File: config.mk
export PLATFORM = sky130hd
export DESIGN_NAME = outputc_flat
export DESIGN_NICKNAME = d
export VERILOG_FILES = /design/src/rtl/outputc_pkg.sv /design/src/rtl/outputc_if.sv /design/src/rtl/outputc_rr_arb5.sv /design/src/rtl/outputc.sv /design/src/flat_wrapper.sv
export SDC_FILE = /design/constraint.sdc
export NUM_CORES = 1
export LEC_CHECK = 0
export ABC_AREA = 1
export BUFFER_PORTS_ARGS = -buffer_cell sky130_fd_sc_hd__buf_2
export CORE_MARGIN = 2
export CORE_UTILIZATION = 45
export DETAILED_ROUTE_END_ITERATION = 12
export PLACE_DENSITY = 0.8
export SLEW_MARGIN = 20
export SYNTH_ARGS = -nofsm -noshare
export SYNTH_HDL_FRONTEND = slang
export SYNTH_HIERARCHICAL = 1
export SYNTH_SLANG_ARGS = --single-unit
File: constraint.sdc
create_clock -name clk -period 4.7 [get_ports clk]
set_clock_uncertainty 0.05 [all_clocks]
set_input_delay 0.47 -clock clk [delete_from_list [all_inputs] [get_ports clk]]
set_output_delay 0.47 -clock clk [all_outputs]
set_load 0.05 [all_outputs]
File: src/rtl/outputc_pkg.sv
// Shared link constants, flit type encodings and FSM states for the router output channel.
package outputc_pkg;

  localparam int DATAW    = 31;
  localparam int VCHW     = 0;
  localparam int VCH      = 0;
  localparam int PORTW    = 2;
  localparam int N_PORT   = 5;
  localparam int TYPE_MSB = 31;
  localparam int TYPE_LSB = 30;

  typedef enum logic [1:0] {
    TYPE_BODY     = 2'b00,
    TYPE_HEAD     = 2'b01,
    TYPE_TAIL     = 2'b10,
    TYPE_HEADTAIL = 2'b11
  } flit_type_e;

  typedef enum logic {
    IDLE   = 1'b0,
    LOCKED = 1'b1
  } state_e;

  typedef logic [2:0] port_idx_t;

  function automatic logic is_tail(input logic [1:0] ftype);
    return (ftype == TYPE_TAIL) || (ftype == TYPE_HEADTAIL);
  endfunction

endpackage

File: src/rtl/outputc_if.sv
// Bundle between the five input controllers, this output channel and the downstream link.
interface outputc_if;
  import outputc_pkg::*;

  logic [N_PORT-1:0]            req;
  logic [N_PORT-1:0][PORTW:0]   port;
  logic [N_PORT-1:0]            grt;
  logic [N_PORT-1:0][DATAW:0]   idata;
  logic [N_PORT-1:0]            ivalid;
  logic [N_PORT-1:0][VCHW:0]    ivch;
  logic [DATAW:0]               odata;
  logic                         ovalid;
  logic [VCHW:0]                ovch;
  logic [VCH:0]                 iack;
  logic [VCH:0]                 ordy;
  logic [VCH:0]                 olck;

  modport master (
    output req, port, idata, ivalid, ivch, iack,
    input  grt, odata, ovalid, ovch, ordy, olck
  );

  modport slave (
    input  req, port, idata, ivalid, ivch, iack,
    output grt, odata, ovalid, ovch, ordy, olck
  );

endinterface

File: src/rtl/outputc_rr_arb5.sv
// Five-way round-robin arbiter: combinational one-hot grant, pointer holds the last winner.
module rr_arb5
  import outputc_pkg::*;
(
  input  logic              clk,
  input  logic              rst_,
  input  logic [N_PORT-1:0] req,
  input  logic              en,
  output logic [N_PORT-1:0] grant,
  output port_idx_t         winner
);

  port_idx_t ptr;
  port_idx_t idx;

  // NOTE: every output gets a default before the loop so no path leaves a latch behind.
  always_comb begin
    grant  = '0;
    winner = ptr;
    idx    = ptr;
    // Walk downward so the closest requester after ptr is the last (winning) assignment.
    for (int i = N_PORT; i >= 1; i--) begin
      idx = port_idx_t'((int'(ptr) + i) % N_PORT);
      if (req[idx]) winner = idx;
    end
    if (|req) grant[winner] = 1'b1;
  end

  // NOTE: registers use non-blocking assignment so every flop samples pre-edge values.
  always_ff @(posedge clk) begin
    if (rst_) begin
      ptr <= '0;
    end else if (en && (|req)) begin
      ptr <= winner;
    end
  end

endmodule

File: src/rtl/outputc.sv
// Router output channel: arbitrates input controllers, locks to one packet, forwards flits
// to the downstream link and tracks downstream buffer space with credits.
module outputc
  import outputc_pkg::*;
#(
  parameter int ROUTERID  = 0,
  parameter int PORTID    = 0,
  parameter int BUF_DEPTH = 4,
  parameter int PKT_FLITS = 4
) (
  input logic      clk,
  input logic      rst_,
  outputc_if.slave bus
);

  localparam int             CW       = $clog2(BUF_DEPTH + 1);
  localparam logic [PORTW:0] PORT_SEL = (PORTW+1)'(PORTID);

  state_e            state;
  port_idx_t         owner;
  port_idx_t         arb_win;
  logic [N_PORT-1:0] vreq;
  logic [N_PORT-1:0] arb_grant;
  logic [N_PORT-1:0] grt_q;
  logic              olck_q;
  logic [DATAW:0]    odata_q;
  logic              ovalid_q;
  logic [VCHW:0]     ovch_q;
  logic [CW-1:0]     credit;
  logic              ordy;
  logic              arb_en;
  logic              fwd;
  logic              tail;

  always_comb begin
    vreq = '0;
    for (int n = 0; n < N_PORT; n++) begin
      vreq[n] = bus.req[n] && (bus.port[n] == PORT_SEL);
    end
  end

  // Only start a packet when the downstream buffer can absorb a full-length one.
  assign ordy   = (int'(credit) >= PKT_FLITS);
  assign arb_en = (state == IDLE) && ordy && (|vreq);
  assign fwd    = (state == LOCKED) && bus.ivalid[owner];
  assign tail   = is_tail(bus.idata[owner][TYPE_MSB:TYPE_LSB]);

  rr_arb5 u_arb (
    .clk    (clk),
    .rst_   (rst_),
    .req    (vreq),
    .en     (arb_en),
    .grant  (arb_grant),
    .winner (arb_win)
  );

  always_ff @(posedge clk) begin
    if (rst_) begin
      state    <= IDLE;
      owner    <= '0;
      grt_q    <= '0;
      olck_q   <= 1'b0;
      odata_q  <= '0;
      ovalid_q <= 1'b0;
      ovch_q   <= '0;
      credit   <= CW'(BUF_DEPTH);
    end else begin
      ovalid_q <= fwd;
      odata_q  <= fwd ? bus.idata[owner] : '0;
      ovch_q   <= fwd ? bus.ivch[owner]  : '0;

      case (state)
        IDLE: begin
          if (arb_en) begin
            state  <= LOCKED;
            owner  <= arb_win;
            grt_q  <= arb_grant;
            olck_q <= 1'b1;
          end
        end
        LOCKED: begin
          if (fwd && tail) begin
            state  <= IDLE;
            grt_q  <= '0;
            olck_q <= 1'b0;
          end
        end
      endcase

      // A credit is spent as the flit is launched and returned on each downstream pop.
      case ({fwd, bus.iack[0]})
        2'b10:   if (credit != '0) credit <= credit - CW'(1);
        2'b01:   if (credit != CW'(BUF_DEPTH)) credit <= credit + CW'(1);
        default: ;
      endcase
    end
  end

  always_ff @(posedge clk) begin
    if (!rst_) begin
      assert (!(|(bus.ivalid & ~grt_q)))
        else $error("router %0d port %0d: stray flit dropped", ROUTERID, PORTID);
      assert (!(fwd && !bus.iack[0] && (credit == '0)))
        else $error("router %0d port %0d: credit underflow", ROUTERID, PORTID);
      assert (!(!fwd && bus.iack[0] && (credit == CW'(BUF_DEPTH))))
        else $error("router %0d port %0d: credit overflow", ROUTERID, PORTID);
    end
  end

  assign bus.grt    = grt_q;
  assign bus.odata  = odata_q;
  assign bus.ovalid = ovalid_q;
  assign bus.ovch   = ovch_q;
  assign bus.ordy   = ordy;
  assign bus.olck   = olck_q;

endmodule

File: src/flat_wrapper.sv
// flat-port wrapper written by rule: the top's interface ports become plain ports
module outputc_flat import outputc_pkg::*;
#(
  parameter int ROUTERID  = 0,
  parameter int PORTID    = 0,
  parameter int BUF_DEPTH = 4,
  parameter int PKT_FLITS = 4
)
  (clk, rst_, bus_req, bus_port, bus_idata, bus_ivalid, bus_ivch, bus_iack, bus_grt, bus_odata, bus_ovalid, bus_ovch, bus_ordy, bus_olck);
  outputc_if bus_i ();
  input logic clk;
  input logic rst_;
  input wire logic [$bits(bus_i.req)-1:0] bus_req;
  input wire logic [$bits(bus_i.port)-1:0] bus_port;
  input wire logic [$bits(bus_i.idata)-1:0] bus_idata;
  input wire logic [$bits(bus_i.ivalid)-1:0] bus_ivalid;
  input wire logic [$bits(bus_i.ivch)-1:0] bus_ivch;
  input wire logic [$bits(bus_i.iack)-1:0] bus_iack;
  output wire logic [$bits(bus_i.grt)-1:0] bus_grt;
  output wire logic [$bits(bus_i.odata)-1:0] bus_odata;
  output wire logic [$bits(bus_i.ovalid)-1:0] bus_ovalid;
  output wire logic [$bits(bus_i.ovch)-1:0] bus_ovch;
  output wire logic [$bits(bus_i.ordy)-1:0] bus_ordy;
  output wire logic [$bits(bus_i.olck)-1:0] bus_olck;
  assign bus_i.req = bus_req;
  assign bus_i.port = bus_port;
  assign bus_i.idata = bus_idata;
  assign bus_i.ivalid = bus_ivalid;
  assign bus_i.ivch = bus_ivch;
  assign bus_i.iack = bus_iack;
  assign bus_grt = bus_i.grt;
  assign bus_odata = bus_i.odata;
  assign bus_ovalid = bus_i.ovalid;
  assign bus_ovch = bus_i.ovch;
  assign bus_ordy = bus_i.ordy;
  assign bus_olck = bus_i.olck;
  outputc #(.ROUTERID(ROUTERID), .PORTID(PORTID), .BUF_DEPTH(BUF_DEPTH), .PKT_FLITS(PKT_FLITS)) u_core (.clk(clk), .rst_(rst_), .bus(bus_i));
endmodule
==> run summary <==
The cell count after placement came out at 1,050. The post-layout utilization of the core is 0.602. The worst vdd rail ir drop is 0.195 mV. The post-synthesis sequential element count is 50. The data required time at the worst endpoint came out at 4.89 ns. The number of global-route vias before repair is 4,434. The post-synthesis net count came out at 938.

The number of DRC markers after the initial detailed-route iteration came out at 302. The antenna diode count is 0. The hold violation count in the final report is 0. Entering global routing, the biggest net connects 71 pins. The critical path goes through clkinvlp_4 > buf_4 > ha_1 > nor2_1 > nor2_1 > a21oi_2 > xor2_1 > ha_1 > fa_1 > nand2_1 > a21oi_2 > o21ai_0 > inv_1 > nand3_1 > nand3_1 > nand2_1 > nand2_1 > inv_1 > nand2_1 > a21oi_1 > nand3_1 > nor2_1 > nand2_1 > a21oi_1.

The length in cells of the worst reg-to-reg path is 24. Leaving out filler cells and counting taps, the final layout contains 1,062. OpenSTA, run right after detailed placement, puts the worst setup slack at 0.372 ns. The count of boundary I/O pins is 234. The mean post-synth cell area came out at 6.19 um^2. The Yosys warning count is 6. The startpoint of the worst register-to-register path is u_core/u_arb/ptr[1]. The number of slew-limit violations in the final report came out at 0. After synthesis, the share of flip-flops with an asynchronous set or reset is 0. The sum of routed wire length over all layers came out at 15.2 mm. Once detailed placement completed, the half-perimeter wirelength came to 11.9 mm. The total of buffers placed on input and output ports came out at 233. The final worst slack came out at 0.466 ns.

The chip height came out at 103 um. The maximum level of the CTS H-tree came out at 2. On the critical path the largest part of the delay comes from simple AND/OR/NAND/NOR gates.

The per-cell via count in the routed design came out at 5.20. The total clock buffers created by CTS is 5. The net switching power of the design came out at 0.806 mW. The die is 103 um wide.

The fraction of power consumed by sequential logic is 0.280. The number of distinct standard cells referenced by the synthesized netlist is 37. STA puts the critical path data arrival time at 4.43 ns. Setup repair after global routing left no endpoint under its margin.

In this run the cell area of the synthesized design comes to 0.00443 mm^2. The post-route fraction of the period consumed by the critical path came out at 0.901. The worst hold path belongs to the class input port to flip-flop. The setup slack of the most critical reg-to-reg path is 0.47 ns. The tool flagged a number of max-cap violations equal to 0. The count of nets left with antenna violations once routing finished came out at 0. The switching portion of total power came out at 0.472. Cell internal power was estimated by the tool at 0.903 mW. The number of clock sinks is 50. The number of buffers inserted for hold repair after clock tree synthesis came out at 0. Power spread over the standard cell area amounts to 295 mW/mm^2. The leftover overflow at the end of global routing came out at 0. For the pin with the worst max-slew slack, the measured transition is 0.779 ns. In the final routed layout, each cell accounts on average for 14.3 um. The final routed DRC violation total came out at 0. The initial utilization of the core area, before any placement, comes to 0.459. The worst slew slack as a fraction of its limit came out at 0.477. Routed signal wires occupy layers up through met4. The start point of the worst hold path is bus_idata[130]. The flow ran to the end, and the final reports show no timing, DRC or antenna violations. For this run, the total global-route usage over all layers was measured as 0.254. The total length of routed met3 wires is 1.72 mm.

The number of nets at the end of the flow is 1,151. The met1 layer wirelength in the final routing is 6.58 mm. The TritonCTS clock tree is done. The placeable core region came out at 0.00964 mm^2. The floorplan die area came out at 0.0106 mm^2. The wire length on met2 is 6.79 mm.

The number of buffers and inverters on the critical path came out at 4. The maximum single-stage delay on the critical path is 0.46 ns. The path with the worst hold slack has its endpoint at u_core/bus.odata[2]. The area added between synthesis and finish is 31.0%. The clock-pin slew on the worst setup and hold paths came out at 0.11 ns. The first-pass GRT wire length came out at 21.3 mm.

The most numerous cell type found on the critical path is nand2_1. The initial antenna violation count was 0. The number of iterations in the first detailed-routing pass is 5. The number of buffers on the longest clock path came out at 2.

The total chip power came out at 1.71 mW. For this design the static power due to leakage is 3.18 nW. In the final layout, the share of cells above drive strength 1 is 0.320. The worst-skew pair later-pin latency came out at 0.31 ns. STA classifies the critical path endpoint as a flip-flop.

The highest clock rate came out at 236 MHz. The critical-path cell with the highest stage delay is o21ai_0. The final weighted congestion in routability-driven placement came out at 0.887. The total of fill cells in the finished design came out at 999. The part of the power in the clock network is 0.155. The number of enable flip-flop cells after synthesis came out at 0. The sequential cell area fraction in the yosys report came out at 0.226. After layout, the minimum clock period comes to 4.23 ns. The library cell used as clock root buffer is clkbuf_8. The total vias in the final route is 5,524.

In the synthesized netlist the dominant register cell turns out to be dfxtp_1. The highest net fanout along the worst path came out at 8. The reg-to-reg endpoint is u_core/bus.grt[0]. Counting instances, the worst hold path has a depth of 3. The final count of negative-setup-slack endpoints is 0.

The setup TNS after final layout is 0 ns. The power share of the combinational group is 0.565. The start-to-end type of the worst setup path is flip-flop to flip-flop. STA classifies the critical path startpoint as a flip-flop.

The placement row count came out at 36. The synthesized instance count came out at 715.
-- synth_stat cells, types with 5 or more instances --
master	instances	area, um^2
a21oi_1	21	105
inv_1	60	225
o21ai_0	73	365
nand2_2	10	62.6
ha_1	28	350
nand3_1	59	295
a22oi_1	32	240
nor3_1	7	35.0
buf_2	10	50.1
clkbuf_1	24	90.1
inv_2	9	33.8
xor2_1	6	52.6
dfxtp_1	50	1000
o21ai_1	5	25.0
o22ai_1	32	200
nand2_1	126	473
nand4_1	5	31.3
nor2_1	124	465
-- state kept, by name (all words and copies together), names as in the netlist --
name	count
u_core/bus.odata	32
u_core/bus.grt	5
u_core/credit	3
u_core/owner	3
u_core/u_arb/ptr	3
u_core/bus.olck	1
u_core/bus.ovalid	1
u_core/bus.ovch	1
u_core/state	1
-- final cells by class --
| class | count | area, um^2 | share of cell area |
|---|---|---|---|
| Timing Repair Buffer | 243 | 1240 | 0.214 |
| Clock buffer | 5 | 68.8 | 0.0119 |
| Clock inverter | 3 | 28.8 | 0.00496 |
| Sequential cell | 50 | 1000 | 0.173 |
| Inverter | 69 | 263 | 0.0453 |
| Multi-Input combinational cell | 559 | 3030 | 0.522 |
| Tap cell | 133 | 166 | 0.0287 |
-- worst max path at each step --
stage / from / endpoint / slack (ns) / cells after the start
after global placement: u_core/u_arb/ptr[1] / u_core/bus.grt[1] / 0.51 / 28
after floorplan: u_core/u_arb/ptr[0] / u_core/bus.grt[1] / 0.91 / 28
after detailed placement: u_core/u_arb/ptr[1] / u_core/bus.grt[1] / 0.37 / 28
final: u_core/u_arb/ptr[1] / u_core/bus.grt[0] / 0.47 / 24
after global routing: u_core/u_arb/ptr[1] / u_core/bus.grt[0] / 0.02 / 31
after CTS: u_core/u_arb/ptr[1] / u_core/bus.grt[1] / 0.35 / 28
-- power by group through the flow --
| stage | Clock (mW) | Combinational (mW) | Sequential [mW] |
|---|---|---|---|
| finish | 0.265 | 0.966 | 0.479 |
| CTS | 0.274 | 0.948 | 0.478 |
| global placement | 0 | 0.939 | 0.487 |
| floorplan | 0 | 0.646 | 0.545 |
| detailed placement | 0 | 0.943 | 0.487 |
| global route | 0.297 | 1.08 | 0.484 |
-- per-layer routing --
metal | global-route usage | up-vias
li1 | - | 2808
met5 | 0 | -
met3 | 0.0793 | 15
met2 | 0.395 | 262
met1 | 0.350 | 2439
met4 | 0.0486 | 0
-- stage by stage --
| stage | cell area, um^2 | hold slack, ns |
|---|---|---|
| after floorplan | 4430 | 0.418 |
| after CTS | 5740 | 0.370 |
| after global placement | 5650 | 0.422 |
| after detailed placement | 5650 | 0.426 |
| final | 5800 | 0.372 |
| after global routing | 5800 | 0.376 |
-- tightest hold or removal path: cells and delay by family --
family,cells,cell delay [ns]
compound gates,1,0.07
buf+inv,1,0.07
simple gates,1,0.10
-- logic make-up (layout without fill, tap and decap cells) --
family / count (synthesis) / in the layout / share of synthesized area
buf+inv: 106 / 320 / 0.0944
mux: 1 / 1 / 0.00226
compound gates: 170 / 170 / 0.224
simple gates: 351 / 351 / 0.351
fa+ha+maj: 30 / 30 / 0.0882
flops: 50 / 50 / 0.226
xor+xnor: 7 / 7 / 0.0138
-- placed cells by master (no fill, tap or decap), drive strengths merged, types with 3 or more instances in the layout --
master,n
nor2,126
dfxtp,50
nand3,63
nor3,9
a21oi,25
nand4,5
a22oi,32
nand2,140
inv,69
or2,4
clkbuf,5
ha,28
xor2,6
nand3b,3
o21ai,79
buf,243
o22ai,32
-- repair_timing --
action	CTS	global route
gates resized for setup	0	5
endpoints found under the setup margin	0	10
buffers inserted	0	4
Power figures use the tool's default switching activity.
